`src/rtl/race_timer.sv`:
```
// race_timer: tick-domain race clock, word counters and derived WPM/accuracy/progress.
// Define RACE_TIMER_PAUSE_EN to honour pause_i and enable the PAUSED state.
module race_timer #(
  parameter  int TICK_HZ   = 100,
  parameter  int MAX_TICKS = 18000,
  parameter  int VALUE_W   = 7,
  parameter  int CHAR_W    = 5,
  parameter  int STAT_W    = 11,
  localparam int EW        = $clog2(MAX_TICKS+1),
  localparam int RW        = VALUE_W+$clog2(TICK_HZ)+1
) (
  input  logic              clk_div,
  input  logic              rst,
  input  logic [1:0]        state_i,
  input  logic              mode_i,
  input  logic [VALUE_W-1:0] value_i,
  input  logic              word_done_i,
  input  logic [CHAR_W-1:0] word_typed_i,
  input  logic [CHAR_W-1:0] word_correct_i,
  input  logic              pause_i,
  output logic [EW-1:0]     elapsed_o,
  output logic [RW-1:0]     remaining_o,
  output logic [STAT_W-1:0] words_o,
  output logic [6:0]        percent_o,
  output logic [9:0]        wpm_o,
  output logic [6:0]        acc_o,
  output logic              finish_o
);

  localparam int PW0 = STAT_W+$clog2(60*TICK_HZ)+1;
  localparam int PW1 = (RW+8 > PW0) ? RW+8 : PW0;
  localparam int PW  = (EW+4 > PW1) ? EW+4 : PW1;
  localparam logic [1:0] ST_SELECT = 2'd0;
  localparam logic [1:0] ST_INGAME = 2'd2;

  typedef enum logic [1:0] {IDLE, RUN, PAUSED, DONE} fsm_e;

  fsm_e              fsm_q, fsm_d;
  logic [EW-1:0]     elapsed_q, elapsed_d;
  logic [RW-1:0]     rem_q, rem_d;
  logic [STAT_W-1:0] words_q, words_d;
  logic [STAT_W-1:0] typed_q, typed_d;
  logic [STAT_W-1:0] corr_q, corr_d;
  logic [6:0]        pct_q, pct_d;
  logic [9:0]        wpm_q, wpm_d;
  logic [6:0]        acc_q, acc_d;
  logic [PW-1:0]     pq, aq, wq;
  logic [RW-1:0]     tot_w;
  logic              sel_w, fin_w, pause_w;

`ifdef RACE_TIMER_PAUSE_EN
  assign pause_w = pause_i;
`else
  logic pause_unused;
  assign pause_unused = pause_i;
  assign pause_w      = 1'b0;
`endif

  function automatic logic [STAT_W-1:0] sat_add(
    input logic [STAT_W-1:0] a,
    input logic [STAT_W-1:0] b
  );
    logic [STAT_W:0] s;
    s = {1'b0, a} + {1'b0, b};
    return s[STAT_W] ? '1 : s[STAT_W-1:0];
  endfunction

  assign tot_w = RW'(value_i) * RW'(TICK_HZ);
  assign sel_w = (state_i == ST_SELECT);
  assign fin_w = (fsm_q == RUN) &&
                 ((elapsed_q == EW'(MAX_TICKS)) ||
                  (!mode_i && rem_q == '0) ||
                  (mode_i && PW'(words_q) >= PW'(value_i)));

  always_comb begin
    fsm_d = fsm_q;
    unique case (fsm_q)
      IDLE:    if (state_i == ST_INGAME) fsm_d = RUN;
      RUN:     if (fin_w) fsm_d = DONE;
               else if (pause_w) fsm_d = PAUSED;
      PAUSED:  if (!pause_w) fsm_d = RUN;
      DONE:    fsm_d = DONE;
      default: fsm_d = IDLE;
    endcase
    if (sel_w) fsm_d = IDLE;
  end

  always_comb begin
    elapsed_d = elapsed_q;
    rem_d     = rem_q;
    words_d   = words_q;
    typed_d   = typed_q;
    corr_d    = corr_q;
    if (fsm_q == IDLE && sel_w) begin
      rem_d     = tot_w;
      elapsed_d = '0;
      words_d   = '0;
      typed_d   = '0;
      corr_d    = '0;
    end else begin
      if (fsm_q == RUN) begin
        if (elapsed_q < EW'(MAX_TICKS)) elapsed_d = elapsed_q + 1'b1;
        if (!mode_i && rem_q != '0) rem_d = rem_q - 1'b1;
      end
      // Words committed during a pause still count toward the totals.
      if (word_done_i && (fsm_q == RUN || fsm_q == PAUSED)) begin
        words_d = sat_add(words_q, STAT_W'(1));
        typed_d = sat_add(typed_q, STAT_W'(word_typed_i));
        corr_d  = sat_add(corr_q, STAT_W'(word_correct_i));
      end
    end
  end

  always_comb begin
    pq    = '0;
    pct_d = '0;
    if (value_i != '0) begin
      if (!mode_i) begin
        if (rem_q <= tot_w) pq = (PW'(tot_w - rem_q) * PW'(100)) / PW'(tot_w);
      end else begin
        pq = (PW'(words_q) * PW'(100)) / PW'(value_i);
      end
    end
    pct_d = (pq > PW'(100)) ? 7'd100 : 7'(pq);
  end

  always_comb begin
    aq    = '0;
    wq    = '0;
    if (typed_q != '0) aq = (PW'(corr_q) * PW'(100)) / PW'(typed_q);
    if (elapsed_q != '0)
      wq = (PW'(corr_q) * PW'(60*TICK_HZ)) / (PW'(elapsed_q) * PW'(5));
    acc_d = (aq > PW'(100)) ? 7'd100 : 7'(aq);
    wpm_d = (wq > PW'(999)) ? 10'd999 : 10'(wq);
  end

  always_ff @(posedge clk_div or posedge rst) begin
    if (rst) begin
      fsm_q     <= IDLE;
      elapsed_q <= '0;
      rem_q     <= '0;
      words_q   <= '0;
      typed_q   <= '0;
      corr_q    <= '0;
      pct_q     <= '0;
      wpm_q     <= '0;
      acc_q     <= '0;
    end else begin
      fsm_q     <= fsm_d;
      elapsed_q <= elapsed_d;
      rem_q     <= rem_d;
      words_q   <= words_d;
      typed_q   <= typed_d;
      corr_q    <= corr_d;
      pct_q     <= pct_d;
      wpm_q     <= wpm_d;
      acc_q     <= acc_d;
    end
  end

  assign elapsed_o   = elapsed_q;
  assign remaining_o = rem_q;
  assign words_o     = words_q;
  assign percent_o   = pct_q;
  assign wpm_o       = wpm_q;
  assign acc_o       = acc_q;
  assign finish_o    = (fsm_q == DONE);

endmodule

```
`config.mk`:
```
export PLATFORM = sky130hd
export DESIGN_NAME = race_timer
export DESIGN_NICKNAME = d
export VERILOG_FILES = /design/src/rtl/race_timer.sv
export SDC_FILE = /design/constraint.sdc
export NUM_CORES = 2
export LEC_CHECK = 0
export ABC_AREA = 1
export BUFFER_PORTS_ARGS = -buffer_cell sky130_fd_sc_hd__clkbuf_2
export CAP_MARGIN = 20
export CORE_MARGIN = 10
export CORE_UTILIZATION = 61
export DETAILED_ROUTE_END_ITERATION = 10
export GPL_TIMING_DRIVEN = 0
export HOLD_SLACK_MARGIN = 0.05
export PLACE_DENSITY = 0.81
export SETUP_SLACK_MARGIN = 0.1
export SLEW_MARGIN = 20
export SYNTH_ARGS = -nofsm -noshare
export SYNTH_HDL_FRONTEND = slang
export SYNTH_SLANG_ARGS = --single-unit
```
`constraint.sdc`:
```
create_clock -name clk_div -period 54.7 [get_ports clk_div]
set_input_delay 13.675 -clock clk_div [delete_from_list [all_inputs] [get_ports clk_div]]
set_output_delay 13.675 -clock clk_div [all_outputs]
set_load 0.02 [all_outputs]
```
==> results of run 1 <==
-- synthesized netlist by cell type (20+ instances only) --
cell type  count
xor2_1       427
fa_1          79
o21ai_1       37
clkinv_1      26
nand2_4       54
ha_1        1150
nand2_2      119
a21o_1        75
xnor2_1      288
nand2_1     2448
nor2_4        32
dfrtp_1       89
nand4_1      203
inv_1       1684
buf_2         20
a31oi_1       42
inv_2         51
nor4_1        34
or2_2        116
nand3_1      632
o21ai_0      804
nor3_1       122
a21oi_1      756
o211ai_1      44
o22ai_1       23
o21ai_2       25
nand3_4       24
o21bai_1      97
clkbuf_1     107
nor2_1       899
o31ai_1       38
nor2_2        51
nand3_2       65
nand3b_1      39
-- through the flow --
step	std cells	hold WS, ns	worst slack [ns]
after global placement	12400	0.502	-18.34
after CTS	13700	0.538	-10.11
after floorplan	10900	0.478	-10.60
after detailed placement	12400	0.517	-18.95
-- logic make-up after synthesis --
kind of cell / count (synthesis) / synth area share
and+or+nand+nor: 4888 / 0.340
AOI/OAI and AO/OA: 2046 / 0.173
buffers and inverters: 1938 / 0.116
adders and majority gates: 1229 / 0.242
xor gates and xnor gates: 715 / 0.0948
DFF: 89 / 0.0337
muxes: 6 / 0.000928
other: 1 / 0.0000568
-- metal layers --
| metal | track usage | overflow |
|---|---|---|
| met3 | 0.376 | 3 |
| met5 | 0.244 | 0 |
| met2 | 0.718 | 41 |
| met4 | 0.411 | 27 |
| met1 | 0.568 | 3 |
-- what timing repair did --
item	4_1_cts
cloned	10
buffers inserted	1235
resized for setup	768
endpoints found under the setup margin	24
pin swaps	585
==> flow_metrics.tcl, run 1 <==
set metrics [dict create \
    gp_congestion 0.959 \
    initial_core_util 0.615 \
    yosys_most_used_dff "dfrtp_1" \
    syn_area_sq_mm 0.0660 \
    htree_num_levels 3 \
    grt_overflow 74 \
    numCtsBuffers 9 \
    grt_usage 0.540 \
    lastStage "global routing" \
    syn_inst 10900 \
    post_synth_num_cell_types 88 \
    row_count 120 \
    ioPinCount 90 \
    avgSynthCellArea_sq_um 6.05 \
    status "aborted with a tool error" \
    synth_area_leaders "ha_1, nand2_1, inv_1, o21ai_0, a21oi_1" \
    clockRootBuffer "clkbuf_16" \
    ys_seq_area_frac 0.0337 \
    synth_edf_count 0 \
    error "[ERROR GRT-0232] Routing congestion too high. Check the congestion heatmap in the GUI." \
    ctsLongestPathBuffers 2 \
    synth_top_area_frac 0.218 \
    die_h_um 349 \
    die_w_um 349 \
    placed_area_sq_mm 0.0703 \
    grt_max_degree 51 \
    ys_async_sr_fraction 1.00 \
    synth_top_cell_by_area "ha_1" \
    dp_hpwl_um 155000 \
    ctsHoldBuffers 0 \
    synth_seq_cells 89 \
    yosys_warnings 0 \
    port_buffers 88 \
    cts.sinks 89 \
]
==> run 2: changes to the inputs <==
CORE_UTILIZATION = 40   (was 61)
HOLD_SLACK_MARGIN = default   (was 0.05)
PLACE_DENSITY = default   (was 0.81)
PLACE_DENSITY_LB_ADDON = 0.15   (was default)
SETUP_SLACK_MARGIN = default   (was 0.1)
clock period = 71.1 ns   (was 54.7 ns; I/O delays follow)
==> flow_metrics.tcl, run 2 <==
set metrics [dict create \
    dp_slack_ns -11.91 \
    drive_above_1_share 0.184 \
    reg2reg_to "wpm_o[8]" \
    synth_seq_cells 89 \
    final_util 0.484 \
    antenna_found_initial 2 \
    cts_tree "done" \
    endpoint_kind "flip-flop" \
    stdcell_area_sq_mm 0.0797 \
    routed_via_density 5.23 \
    dp_hpwl_um 166000 \
    grt_usage 0.220 \
    synth_top_family_by_area "simple AND/OR/NAND/NOR gates" \
    finalCritPeriodShare 0.996 \
    placed_area_sq_mm 0.0704 \
    synth_fa_ha_area_frac 0.242 \
    row_count 149 \
    post_synth_num_cell_types 88 \
    cts.sinks 89 \
    cp_data_required_time_ns 71.40 \
    r2r_start "corr_q[4]" \
    fmax_mhz 14.1 \
    tightest_slew_ns 1.16 \
    synth_top_area_frac 0.218 \
    regArea_sq_mm 0.00224 \
    grt_max_degree 50 \
    wl_um 212000 \
    antenna_left 0 \
    synth-compound-area-share 0.173 \
    yosys_most_used_dff "dfrtp_1" \
    final_common_cell "nand2_1" \
    syn_inst 10900 \
    cp_top_family "compound AO/OA/AOI/OAI gates" \
    status "finished clean" \
    drc 0 \
    cp-start-kind "primary input" \
    setup_violations 0 \
    die_h_um 426 \
    cp_data_arrival_time_ns 71.14 \
    core-area_sq_mm 0.165 \
    crit_top_cell "buf_4" \
    ff2ff_setup_slack_ns 6.96 \
    grt_pass1_wl_um 340000 \
    initial_core_util 0.401 \
    synth_area_leaders "ha_1, nand2_1, inv_1, o21ai_0, a21oi_1" \
    grt_overflow 0 \
    synth_top_cell_by_area "ha_1" \
    synth.area.mux_share 0.000928 \
    final_cell_mix "nand2_1, inv_1, ha_1, nor2_1, buf_4" \
    gp_congestion 0.927 \
    final_max_slew_viol_count 0 \
    vias 72800 \
    worstPathMaxFanout 8 \
    fin_ws_ns 0.258 \
    avgSynthCellArea_sq_um 6.05 \
    drt_first_pass_iters 6 \
    synthMostInstantiatedCell "nand2_1" \
    die_w_um 426 \
    numCtsBuffers 9 \
    rsz0062_at_grt "true" \
    synth_edf_count 0 \
    period_needed_ns 70.84 \
    min_path_cells 2 \
    clk_latency_ns 0.42 \
    area_delta_synth_final_pct 20.6 \
    slowest_delay_ns 0.57 \
    htree_num_levels 3 \
    hold_violations 0 \
    ys_async_sr_fraction 1.00 \
    critPathKind "primary input to flip-flop" \
    nFillCells 16600 \
    ys_seq_area_frac 0.0337 \
    holdPathEnd "fsm_q[1]" \
    post_drt_wl_per_cell_um 15.2 \
    port_buffers 88 \
    ctsLongestPathBuffers 2 \
    hold_start "fsm_q[1]" \
    syn_area_sq_mm 0.0660 \
    max-cap-violations 0 \
    synthTopCellsByCount "nand2_1, inv_1, ha_1" \
    synth_simple_gate_area_frac 0.340 \
    synthXorXnorAreaFrac 0.0948 \
    grt_pass1_vias 68400 \
    cp_slowest_cell "fa_1" \
    die-area_sq_mm 0.182 \
    clockRootBuffer "clkbuf_16" \
    path_buf_inv 142 \
    clk_pin_slew_ns 0.08 \
    maxSlewHeadroom 0.226 \
    ioPinCount 90 \
    r2r_cells 464 \
    clock_skew_ns 0.0112 \
    drtIter0Drc 4058 \
    multi_input_area_sq_mm 0.0598 \
    num-nets-final 13000 \
    holdCritPathClass "flip-flop to flip-flop" \
    yosys_warnings 0 \
]
run 2: cell families after synthesis:
family                     Yosys count
and+or+nand+nor                   4888
AOI/OAI and AO/OA                 2046
xor gates and xnor gates           715
buffers and inverters             1938
muxes                                6
other                                1
DFF                                 89
adders and majority gates         1229
run 2: metal layers:
layer	track usage	wire (um)
met1	0.288	97800
met2	0.380	99000
met3	0.0155	7570
met4	0.0708	7640
met5	0	0
run 2: cell type report:
type                            count  share of cell area
Timing Repair Buffer              803              0.0797
Clock buffer                       10             0.00300
Sequential cell                    89              0.0282
Timing Repair inverter              3            0.000251
Inverter                         1778              0.0865
Tap cell                         2189              0.0344
Buffer                            155              0.0174
Multi-Input combinational cell   8892               0.750
Antenna cell                        2           0.0000628
Clock inverter                      6            0.000518
run 2: worst register-to-register path, delay by kind of cell (launching register included):
family	cells	cell delay, ns
fa+ha+maj	29	9.62
xor+xnor	1	0.44
simple gates	172	17.11
buf+inv	104	10.64
mux	1	0.26
flops	1	0.48
compound gates	157	25.42
run 2: stage by stage:
stage / hold slack (ns) / setup TNS [ns] / std cells
detailed placement: 0.514 / -119.63 / 13200
CTS: 0.534 / 0 / 13700
global placement: 0.503 / -110.68 / 13200
finish: 0.527 / 0 / 13900
floorplan: 0.478 / 0 / 10900
global route: 0.579 / -21.69 / 13900
run 2: what timing repair did:
item                                    in CTS  in global routing
endpoints found under the setup margin      17                 24
pin swaps                                  196                345
gates resized for setup                    352                696
hold buffers                                 0                  0
buffers inserted                           448                241
gates cloned                                 3                 10
run 2: how the worst max path moves through the flow:
stage,start,depth (start not counted),to
floorplan,value_i[2],410,percent_o[6]
global placement,value_i[2],397,percent_o[1]
detailed placement,value_i[2],398,percent_o[1]
CTS,value_i[2],425,percent_o[6]
global route,value_i[2],419,percent_o[6]
finish,value_i[2],420,percent_o[6]
Power of run 2 is left out: the tool's default activity adds up to more than one toggle a clock period on the data nets, which glitch-free logic cannot reach.
